File: src/rtl/serial_adder_pkg.sv
// Shared types and constants for the bit-serial add/subtract engine.
package serial_adder_pkg;

  // Default operand/result width in bits.
  localparam int unsigned DefaultWidth = 8;

  // Sequencer states.
  typedef enum logic [1:0] {
    StIdle = 2'd0,
    StRun  = 2'd1,
    StDone = 2'd2
  } state_e;

endpackage

File: src/rtl/full_adder_cell.sv
// Combinational 1-bit full adder built from XOR/AND/OR gates.
// This is the single shared cell that the serial controller sequences.
module full_adder_cell (
  input  logic a,
  input  logic b,
  input  logic c,
  output logic sum,
  output logic carry
);

  logic a_xor_b;

  assign a_xor_b = a ^ b;
  assign sum     = a_xor_b ^ c;
  assign carry   = (a & b) | (c & a_xor_b);

endmodule

File: src/rtl/serial_adder_ctrl.sv
// Bit-serial add/subtract engine. Latches operands on start, feeds one bit per
// clock (LSB first) through a shared full-adder cell with a registered carry,
// then presents result, carry-out and signed overflow with a one-cycle done.
module serial_adder_ctrl
  import serial_adder_pkg::*;
#(
  parameter int unsigned WIDTH = DefaultWidth
) (
  input  logic             clk,
  input  logic             rst_n,
  input  logic             start,
  input  logic             sub,
  input  logic             cin,
  input  logic [WIDTH-1:0] op_a,
  input  logic [WIDTH-1:0] op_b,
  output logic             busy,
  output logic             done,
  output logic [WIDTH-1:0] result,
  output logic             cout,
  output logic             ovf
);

  localparam int unsigned CntW = (WIDTH > 1) ? $clog2(WIDTH) : 1;
  localparam logic [CntW-1:0] LastBit = CntW'(WIDTH - 1);

  state_e state_q, state_d;

  logic [WIDTH-1:0] sa_q, sb_q, result_q;
  logic [CntW-1:0]  cnt_q;
  logic             carry_q;
  logic             cout_q;
  logic             msb_cin_q;

  logic cell_sum, cell_carry;
  logic last_bit;

  full_adder_cell u_cell (
    .a     (sa_q[0]),
    .b     (sb_q[0]),
    .c     (carry_q),
    .sum   (cell_sum),
    .carry (cell_carry)
  );

  assign last_bit = (cnt_q == LastBit);

  // State register.
  always_ff @(posedge clk or negedge rst_n) begin
    if (!rst_n) begin
      state_q <= StIdle;
    end else begin
      state_q <= state_d;
    end
  end

  // Next-state logic; start is only honoured in idle.
  always_comb begin
    state_d = state_q;
    unique case (state_q)
      StIdle: if (start) state_d = StRun;
      StRun:  if (last_bit) state_d = StDone;
      StDone: state_d = StIdle;
      default: state_d = StIdle;
    endcase
  end

  // Outputs decoded from state and held datapath registers.
  always_comb begin
    busy   = (state_q == StRun);
    done   = (state_q == StDone);
    result = result_q;
    cout   = cout_q;
    ovf    = msb_cin_q ^ cout_q;
  end

  // Datapath: operand shift registers, carry, bit counter and result capture.
  always_ff @(posedge clk or negedge rst_n) begin
    if (!rst_n) begin
      sa_q      <= '0;
      sb_q      <= '0;
      result_q  <= '0;
      cnt_q     <= '0;
      carry_q   <= 1'b0;
      cout_q    <= 1'b0;
      msb_cin_q <= 1'b0;
    end else begin
      unique case (state_q)
        StIdle: begin
          if (start) begin
            sa_q    <= op_a;
            // Subtraction is A + ~B + 1; external cin is ignored.
            sb_q    <= sub ? ~op_b : op_b;
            carry_q <= sub ? 1'b1 : cin;
            cnt_q   <= '0;
          end
        end
        StRun: begin
          result_q <= {cell_sum, result_q[WIDTH-1:1]};
          sa_q     <= {1'b0, sa_q[WIDTH-1:1]};
          sb_q     <= {1'b0, sb_q[WIDTH-1:1]};
          carry_q  <= cell_carry;
          if (last_bit) begin
            msb_cin_q <= carry_q;
            cout_q    <= cell_carry;
          end else begin
            cnt_q <= cnt_q + 1'b1;
          end
        end
        default: ;
      endcase
    end
  end

endmodule

File: config.mk
export PLATFORM = sky130hd
export DESIGN_NAME = serial_adder_ctrl
export DESIGN_NICKNAME = d
export VERILOG_FILES = /design/src/rtl/serial_adder_pkg.sv /design/src/rtl/full_adder_cell.sv /design/src/rtl/serial_adder_ctrl.sv
export SDC_FILE = /design/constraint.sdc
export NUM_CORES = 1
export LEC_CHECK = 0
export ABC_AREA = 1
export CORE_MARGIN = 1
export CORE_UTILIZATION = 63
export CTS_BUF_LIST = sky130_fd_sc_hd__clkbuf_2
export CTS_CLUSTER_SIZE = 16
export DETAILED_ROUTE_END_ITERATION = 8
export DONT_BUFFER_PORTS = 1
export HOLD_SLACK_MARGIN = 0.08
export PLACE_DENSITY = 0.86
export SLEW_MARGIN = 10
export SYNTH_ARGS = -nofsm -noshare
export SYNTH_HDL_FRONTEND = slang
export SYNTH_SLANG_ARGS = --single-unit
File: constraint.sdc
create_clock -name clk -period 1.7 [get_ports clk]
set_input_delay 0.085 -clock clk [delete_from_list [all_inputs] [get_ports clk]]
set_output_delay 0.085 -clock clk [all_outputs]
set_load 0.02 [all_outputs]
==> flow_metrics.tcl <==
set metrics [dict create \
    status "complete, no violations" \
    drt_iter0_drc 59 \
    drcViolationCount 0 \
    synth-simple-area-share_pct 34.6 \
    synth_cells 206 \
    crit_arrival_ns 1.39 \
    maxCapViolCount 0 \
    gp_congestion 0.785 \
    clock_path_buffers 2 \
    yosysMostFrequentCell "nand2_1" \
    vias 1437 \
    drive_above_1_share_pct 8.44 \
    wl_um 3730 \
    peakVddDrop_mv 1.09 \
    synth-seq-area-share_pct 50.1 \
    die-area_um2 2740 \
    synth-main-ff-cell "dfrtp_1" \
    synth_compound_area_share_pct 3.52 \
    dpl.hpwl_um 2090 \
    cts_tree "yes" \
    finClkSkew_ns 0.0233 \
    hold_path_class "input pin to flop" \
    critPathCaptureType "primary output" \
    leakage_nw 1.04 \
    grt_antenna_before_repair 0 \
    fin_crit_sh_pct 86.6 \
    syn_to_final_growth_pct 19.4 \
    synthXorXnorAreaFrac_pct 1.10 \
    drt-wirelength-per-cell_um 14.1 \
    fin_util_pct 83.1 \
    syn-num-nets 230 \
    worst_ep_required_time_ns 1.62 \
    overflow 0 \
    grt_first_pass_wirelength_um 6000 \
    finalSetupViolCount 0 \
    path_clk_slew_ns 0.15 \
    ant_nets 0 \
    crit_type "flop to primary output" \
    max_clock_freq_mhz 679 \
    grt_pass1_vias 1390 \
    hold_violations 0 \
    clock-sinks 32 \
    nFillCells 132 \
    syn_avg_cell_area_um2 7.76 \
    synth_fa_ha_area_share_pct 2.82 \
    path_cells "inv_2, nor2_4, buf_4" \
    synth.distinct_cells 18 \
    ys_ff_latch 32 \
    slowest_stage "dfrtp_2" \
    yosysTopAreaCellShare_pct 50.1 \
    cts_max_level 2 \
    critPathMaxStageDelay_ns 0.55 \
    synth_area_leaders "dfrtp_1 (50%), nand2_1 (26%), nand3_1 (6.0%)" \
    synth_top_family_by_area "simple AND/OR/NAND/NOR gates" \
    tns_ns 0 \
    slew_headroom_pct 69.9 \
    ys_async_sr_fraction_pct 100 \
    tightest_slew_ns 0.450 \
    dr.pass1.iters 4 \
    final.min_clock_period_ns 1.47 \
    rsz0062_at_grt "no" \
    cts_buffers 5 \
    cp_max_fo 17 \
    seq_area_um2 802 \
    muxShareOfSynthArea_pct 0 \
    nets 260 \
    yosysTopAreaCell "dfrtp_1" \
    rows 17 \
    dieHeight_um 52.4 \
    grt_max_degree 33 \
    netlist_top_cells_count "nand2_1 (109), dfrtp_1 (32), nand3_1 (19)" \
    port_buffers 0 \
    start_util_pct 69.6 \
    ys_warn_count 0 \
    postCtsSetupBuffers 0 \
    clock_latency_ns 0.38 \
    final_cell_area_um2 1910 \
    power_density_nw_per_um2 1560 \
    dieWidth_um 52.4 \
    drv_slew 0 \
    io_pins 33 \
    place_area_um2 1600 \
    synth_edf_count 0 \
    via_per_inst 5.42 \
    start_kind "flop" \
    grt_usage_pct 31.7 \
    multiInputGateArea_um2 672 \
    root_buffer "clkbuf_2" \
    n_antenna_cell 0 \
    synthesis.area_um2 1600 \
    core_area_um2 2300 \
]
[flip-flops by register name, summed over array words and instances, names as in the netlist]
signal,count
sb_q,8
carry_q,1
msb_cin_q,1
cout,1
state_q,2
result,8
cnt_q,3
sa_q,8
[critical path: cells and delay by family (launching register included)]
kind | cells | cell delay [ns]
and+or+nand+nor | 1 | 0.13
DFF | 1 | 0.55
buffers and inverters | 2 | 0.34
[report_power, final]
part / switching (mW) / leakage [nW] / total (mW) / internal, mW
Sequential: 0.370 / 0.407 / 1.45 / 1.08
Clock: 0.254 / 0.0306 / 0.364 / 0.110
Combinational: 0.737 / 0.603 / 1.17 / 0.429
Total: 1.36 / 1.04 / 2.98 / 1.62
[cell type report]
| cell class | instances | area share (%) |
|---|---|---|
| Sequential cell | 32 | 42.0 |
| Multi-Input combinational cell | 149 | 35.2 |
| Timing Repair Buffer | 28 | 15.0 |
| Inverter | 20 | 3.93 |
| Clock buffer | 7 | 1.84 |
| Tap cell | 28 | 1.84 |
| Clock inverter | 1 | 0.197 |
[metrics by stage]
stage / cells / total power, mW / worst slack (ns) / hold WS [ns]
after global placement: 231 / 2.41 / 0.401 / -0.210
after detailed placement: 231 / 2.50 / 0.322 / -0.210
final: 265 / 2.98 / 0.228 / 0.105
after CTS: 265 / 2.93 / 0.101 / 0.0978
after global routing: 265 / 3.22 / 0.131 / 0.107
after floorplan: 206 / 2.32 / 0.538 / -0.211
[cell usage in the layout (no fill, tap or decap)]
cell type | synthesis | layout
o21ai_0 | 8 | 8
dfrtp_2 | 0 | 1
dlygate4sd3_1 | 0 | 25
nand2_4 | 1 | 1
inv_2 | 3 | 3
inv_1 | 16 | 16
nand2_1 | 109 | 109
nand3_1 | 19 | 19
clkbuf_2 | 0 | 7
nor2_4 | 1 | 1
nor2_1 | 2 | 2
nand2_2 | 2 | 2
clkinv_1 | 1 | 2
xor2_1 | 2 | 2
fa_1 | 1 | 1
o21ai_4 | 1 | 1
ha_1 | 2 | 2
nor2_2 | 1 | 1
buf_12 | 0 | 1
dfrtp_1 | 32 | 31
buf_4 | 0 | 2
[final timing paths]
path                                          end                    from  depth (start not counted)  slack, ns
min                           sb_q[6]$_DFFE_PN0P_                     sub                          5       0.11
min reg2reg                   sb_q[3]$_DFFE_PN0P_     sb_q[4]$_DFFE_PN0P_                          2       0.51
max reg2reg                   carry_q$_DFFE_PN0P_  state_q[0]$_DFFE_PN0P_                          4       0.25
max in group asynchronous  state_q[0]$_DFFE_PN0P_                   rst_n                          2       1.38
min in group asynchronous   result[0]$_DFFE_PN0N_                   rst_n                          2       0.12
max                                          busy  state_q[0]$_DFFE_PN0P_                          3       0.23
[kinds of logic (layout without fill, tap and decap cells)]
group / count (synthesis) / count (layout)
AOI/OAI and AO/OA: 9 / 9
and+or+nand+nor: 135 / 135
adders and majority gates: 3 / 3
DFF: 32 / 32
buffers and inverters: 25 / 56
xor gates and xnor gates: 2 / 2
[per-layer routing]
metal	GRT usage, %	up-vias	wire length [um]
met5	0	-	0
met4	19.3	0	151
met3	8.41	17	233
met2	51.7	61	1850
met1	37.0	672	1490
li1	-	687	-
[what timing repair did]
action / 4_1_cts / 5_1_grt
hold endpoints to repair: 53 / 0
hold buffers: 26 / 0
gates resized for setup: 0 / 1
endpoints found under the setup margin: 0 / 1
Power figures use the tool's default switching activity.
